**src/rtl/sevenseg_scan_decoder_if.sv**
```systemverilog
// Bus between a multiplexed common-anode display and the scan decoder:
// raw active-low segment/anode lines in, decoded per-digit registers out.
interface sevenseg_scan_decoder_if #(
    parameter int DIGITS = 4
);
    logic [6:0]          segments;
    logic [DIGITS-1:0]   anodes;
    logic [4*DIGITS-1:0] digits;
    logic [DIGITS-1:0]   valid;
    logic [DIGITS-1:0]   error;
    logic                update;

    modport master (output segments, anodes, input digits, valid, error, update);
    modport slave  (input segments, anodes, output digits, valid, error, update);
endinterface

```
**src/rtl/sevenseg_scan_decoder.sv**
```systemverilog
// Reads back a multiplexed common-anode seven-segment bus: synchronise,
// debounce each anode/segment combination, and decode hex glyphs per digit.

module sevenseg_digit_reg (
    input  logic       clk,
    input  logic       rst,
    input  logic       cap,
    input  logic       hit,
    input  logic       blank,
    input  logic [3:0] val,
    output logic [3:0] digit,
    output logic       valid,
    output logic       error
);
    always_ff @(posedge clk or posedge rst) begin
        if (rst) begin
            digit <= '0;
            valid <= 1'b0;
            error <= 1'b0;
        end else if (cap) begin
            // blank and unrecognised patterns leave the last good value in place
            if (hit) begin
                digit <= val;
                valid <= 1'b1;
                error <= 1'b0;
            end else begin
                valid <= 1'b0;
                error <= !blank;
            end
        end
    end
endmodule

module sevenseg_scan_decoder #(
    parameter int DIGITS        = 4,
    parameter int STABLE_CYCLES = 3
) (
    input logic                   clk,
    input logic                   rst,
    sevenseg_scan_decoder_if.slave bus
);
    localparam int          W   = DIGITS + 7;
    localparam logic [3:0]  STB = 4'(STABLE_CYCLES);

    typedef enum logic {COUNTING, CAPTURED} run_t;

    // {anodes, segments}; all-ones means blank with no digit selected
    logic [W-1:0] s1, s2, p;
    logic [3:0]   cnt, cnt_nxt;
    run_t         state;
    logic         sel, changed, cap;
    logic [3:0]   val;
    logic         hit, blank;
    logic [DIGITS-1:0][3:0] dig;

    always_ff @(posedge clk or posedge rst) begin
        if (rst) begin
            s1 <= '1;
            s2 <= '1;
            p  <= '1;
        end else begin
            s1 <= {bus.anodes, bus.segments};
            s2 <= s1;
            p  <= s2;
        end
    end

    assign sel     = ($countones(~s2[W-1:7]) == 1);
    assign changed = (s2 != p);

    always_comb begin
        cnt_nxt = '0;
        cap     = 1'b0;
        if (sel) begin
            if (changed)        cnt_nxt = 4'd1;
            else if (cnt < STB) cnt_nxt = cnt + 4'd1;
            else                cnt_nxt = cnt;
            // a changed sample opens a new run, so any earlier capture no longer blocks
            cap = (cnt_nxt == STB) && (changed || state == COUNTING);
        end
    end

    always_ff @(posedge clk or posedge rst) begin
        if (rst) begin
            cnt        <= '0;
            state      <= COUNTING;
            bus.update <= 1'b0;
        end else begin
            cnt        <= cnt_nxt;
            bus.update <= cap;
            if (!sel)        state <= COUNTING;
            else if (cap)    state <= CAPTURED;
            else if (changed) state <= COUNTING;
        end
    end

    always_comb begin
        hit   = 1'b1;
        val   = '0;
        blank = (s2[6:0] == 7'h7F);
        case (s2[6:0])
            7'h40: val = 4'h0;
            7'h79: val = 4'h1;
            7'h24: val = 4'h2;
            7'h30: val = 4'h3;
            7'h19: val = 4'h4;
            7'h12: val = 4'h5;
            7'h02: val = 4'h6;
            7'h78: val = 4'h7;
            7'h00: val = 4'h8;
            7'h10: val = 4'h9;
            7'h08: val = 4'hA;
            7'h03: val = 4'hB;
            7'h46: val = 4'hC;
            7'h21: val = 4'hD;
            7'h06: val = 4'hE;
            7'h0E: val = 4'hF;
            default: hit = 1'b0;
        endcase
    end

    for (genvar i = 0; i < DIGITS; i++) begin : g_dig
        sevenseg_digit_reg u_reg (
            .clk   (clk),
            .rst   (rst),
            .cap   (cap && !s2[7+i]),
            .hit   (hit),
            .blank (blank),
            .val   (val),
            .digit (dig[i]),
            .valid (bus.valid[i]),
            .error (bus.error[i])
        );
    end

    assign bus.digits = dig;
endmodule

```
**src/flat_wrapper.sv**
```systemverilog
// flat-port wrapper written by rule: the top's interface ports become plain ports
module sevenseg_scan_decoder_flat 
#(
    parameter int DIGITS        = 4,
    parameter int STABLE_CYCLES = 3
)
  (clk, rst, bus_segments, bus_anodes, bus_digits, bus_valid, bus_error, bus_update);
  sevenseg_scan_decoder_if #(.DIGITS(DIGITS)) bus_i ();
  input logic clk;
  input logic rst;
  input wire logic [$bits(bus_i.segments)-1:0] bus_segments;
  input wire logic [$bits(bus_i.anodes)-1:0] bus_anodes;
  output wire logic [$bits(bus_i.digits)-1:0] bus_digits;
  output wire logic [$bits(bus_i.valid)-1:0] bus_valid;
  output wire logic [$bits(bus_i.error)-1:0] bus_error;
  output wire logic [$bits(bus_i.update)-1:0] bus_update;
  assign bus_i.segments = bus_segments;
  assign bus_i.anodes = bus_anodes;
  assign bus_digits = bus_i.digits;
  assign bus_valid = bus_i.valid;
  assign bus_error = bus_i.error;
  assign bus_update = bus_i.update;
  sevenseg_scan_decoder #(.DIGITS(DIGITS), .STABLE_CYCLES(STABLE_CYCLES)) u_core (.clk(clk), .rst(rst), .bus(bus_i));
endmodule
```
**config.mk**
```make
export PLATFORM = sky130hd
export DESIGN_NAME = sevenseg_scan_decoder_flat
export DESIGN_NICKNAME = d
export VERILOG_FILES = /design/src/rtl/sevenseg_scan_decoder_if.sv /design/src/rtl/sevenseg_scan_decoder.sv /design/src/flat_wrapper.sv
export SDC_FILE = /design/constraint.sdc
export NUM_CORES = 1
export LEC_CHECK = 0
export CAP_MARGIN = 20
export CORE_UTILIZATION = 49
export DETAILED_ROUTE_END_ITERATION = 12
export GPL_TIMING_DRIVEN = 1
export PLACE_DENSITY = 0.75
export SLEW_MARGIN = 10
export SYNTH_ARGS = -nofsm -noshare
export SYNTH_HDL_FRONTEND = slang
export SYNTH_SLANG_ARGS = --single-unit
```
**constraint.sdc**
```tcl
create_clock -name clk -period 3.4 [get_ports clk]
set_input_delay 0.68 -clock clk [delete_from_list [all_inputs] [get_ports clk]]
set_output_delay 0.68 -clock clk [all_outputs]
set_load 0.1 [all_outputs]
```
==> impl_metrics.json <==
{
  "cts_setup_buffers": 0,
  "relSlewSlack": 0.347,
  "max_stage_delay_ns": 0.60,
  "drv_slew": 0,
  "critPathArrivalTime_ns": 3.48,
  "antenna_cells": 0,
  "fp-row-count": 27,
  "ys_async_sr_fraction": 1.00,
  "final_area_um2": 3440,
  "cp_slowest_cell": "dfstp_2",
  "critPathLaunchType": "register",
  "powerDensity_nw_per_um2": 446,
  "finalSetupViolCount": 0,
  "fin_worst_skew_ns": 0.00904,
  "max_cap_viol_count": 0,
  "grt_usage": 0.188,
  "finalSetupTns_ns": 0,
  "port-buffer-count": 37,
  "clock-sinks": 63,
  "start_util": 0.519,
  "worst-path-buf-inv": 2,
  "p_leak_nw": 1.52,
  "hpwlAfterDp_um": 3700,
  "ys_warn_count": 0,
  "htree_levels": 3,
  "met2WireLength_um": 2590,
  "syn_area_per_cell_um2": 13.2,
  "wl_per_cell_um": 15.7,
  "worst_slew_pin_slew_ns": 0.976,
  "drt_wl_total_um": 5200,
  "globalplace.congestion": 0.851,
  "timing.final.crit_share": 0.957,
  "met3WireLength_um": 214,
  "final_common_cell": "dfstp_2",
  "period_needed_ns": 3.26,
  "outcome": "complete, no violations",
  "finalHoldViolCount": 0,
  "cts_made_buffers": 9,
  "rsz0062_at_grt": "false",
  "crit_family": "adder cells",
  "crit_fanout": 12,
  "synth-edff-count": 0,
  "required_ns": 3.62,
  "dr.pass1.iters": 4,
  "clock-root-buffer": "clkbuf_8",
  "syn_inst": 220,
  "ys.flop_type": "dfstp_2",
  "grt_overflow": 0,
  "end_kind": "register",
  "place_ws_ns": 0.0761,
  "fin_ws_ns": 0.145,
  "first_iter_violations": 65,
  "avgViaCountPerCell": 5.33,
  "fin_hold_ws_ns": 0.350,
  "seq_area_frac_synth": 0.555,
  "drc": 0,
  "core-area_um2": 5610,
  "die_w_um": 79.1,
  "ys_seq_elements": 63,
  "drive_gt1_frac": 0.315,
  "min_path_type": "register to register",
  "wl_met1_um": 2310,
  "die_area_um2": 6260,
  "clock_path_buffers": 2,
  "clk_latency_ns": 0.34,
  "crit_type": "register to register",
  "fmax_mhz": 307,
  "die_h_um": 79.1,
  "area_growth_pct": 18.1,
  "ir_worst_vdd_mv": 0.321,
  "crit_chain": "inv_1 > ha_1 > ha_1 > inv_1 > fa_1 > nand3_1 > a211oi_4 > nand4_4 > a311oi_4 > mux2_1",
  "yosysUniqueCellTypes": 54,
  "clkTransAtPathRegs_ns": 0.07,
  "syn_area_um2": 2910,
  "grt_pass1_vias": 1763,
  "dpl_cell_area_um2": 3260,
  "synth.net_count": 238,
  "routed.top_layer": "met4",
  "layout_common_cells": "dfstp_2 (33), dfrtp_1 (30), clkdlybuf4s50_1 (28), inv_1 (14), buf_4 (14)",
  "routed-via-count": 1770,
  "fillers": 469,
  "antenna_found_initial": 0,
  "fin_cells": 332,
  "place_inst": 316,
  "grt_first_pass_wirelength_um": 8660,
  "final_nets": 273,
  "cts_tree": "yes",
  "io_pins": 38,
  "grt_max_degree": 64,
  "ant_nets": 0
}
## flip-flops by register name, indices dropped and copies added (netlist names)
register                  flops
u_core.g_dig.u_reg.digit     16
u_core.p                     11
u_core.s1                    11
u_core.s2                    11
u_core.cnt                    4
u_core.g_dig.u_reg.error      4
u_core.g_dig.u_reg.valid      4
u_core.bus.update             1
u_core.state                  1
## power by group
group / internal, mW / switching (mW)
logic: 0.0500 / 0.0611
clock network: 0.337 / 0.265
registers: 0.789 / 0.0322
total: 1.18 / 0.358
## through the flow
step	power, mW	util
after CTS	1.55	0.613
after global placement	0.941	0.581
after global routing	1.60	0.613
after detailed placement	0.946	0.581
final	1.53	0.613
after floorplan	0.907	-
## worst paths after layout
kind	start	end	slack, ns	cells past startpoint
setup / recovery	u_core.s2[8]$_DFF_PP1_	u_core.g_dig[3].u_reg.digit[1]$_DFFE_PP0P_	0.14	10
hold / removal	u_core.s1[0]$_DFF_PP1_	u_core.s2[0]$_DFF_PP1_	0.35	0
setup reg to reg	u_core.s2[8]$_DFF_PP1_	u_core.g_dig[3].u_reg.digit[1]$_DFFE_PP0P_	0.14	10
hold reg to reg	u_core.s1[0]$_DFF_PP1_	u_core.s2[0]$_DFF_PP1_	0.35	0
max in group asynchronous	rst	u_core.g_dig[3].u_reg.error$_DFFE_PP0P_	2.03	3
min in group asynchronous	rst	u_core.g_dig[0].u_reg.digit[1]$_DFFE_PP0P_	0.86	3
## synthesized netlist by cell type (all sizes together), types with 2 or more instances
cell,n,share of area
nor2,6,0.0077
or3b,2,0.0069
o31ai,4,0.010
nand3,7,0.012
nor3,6,0.010
nand4,3,0.014
a21oi,2,0.0034
buf,15,0.041
dfrtp,30,0.26
inv,15,0.019
a311oi,5,0.039
nand2,2,0.0026
clkbuf,3,0.0039
nor4,7,0.027
dfstp,33,0.30
or3,3,0.0064
xor2,12,0.036
o21ai,6,0.010
mux2,12,0.046
a21o,5,0.014
and3,3,0.0064
nand2b,6,0.013
and2,2,0.0043
ha,4,0.017
nand3b,2,0.0052
a211oi,2,0.0095
mux2i,5,0.017
a31oi,4,0.014
## layout make-up
| class | count | area, um^2 | share of cell area |
|---|---|---|---|
| timing repair buffer | 42 | 385 | 0.112 |
| multi-input combinational | 124 | 1110 | 0.322 |
| sequential | 63 | 1620 | 0.470 |
| clock inverter | 4 | 47.5 | 0.0138 |
| clock buffer | 12 | 135 | 0.0393 |
| inverter | 15 | 56.3 | 0.0164 |
| tap | 72 | 90.1 | 0.0262 |
## what timing repair did
item / CTS / global route
hold buffers: 0 / 0
hold endpoints to repair: 0 / 0
setup endpoints to repair: 0 / 4
gates resized for setup: 0 / 0
## cells by family (layout without fill, tap and decap cells)
logic type | after synthesis | in the layout | share of synthesized area
AOI/OAI and AO/OA | 35 | 35 | 0.120
xor gates and xnor gates | 12 | 12 | 0.0361
DFF | 63 | 63 | 0.555
buffers and inverters | 33 | 73 | 0.0644
and+or+nand+nor | 55 | 55 | 0.136
adders and majority gates | 5 | 5 | 0.0241
muxes | 17 | 17 | 0.0636
## per-layer routing
layer,track usage,vias to the layer above
met5,0,-
met2,0.296,40
met4,0.0818,0
li1,-,846
met3,0.0598,10
met1,0.238,874
(Power assumes the default switching activity.)
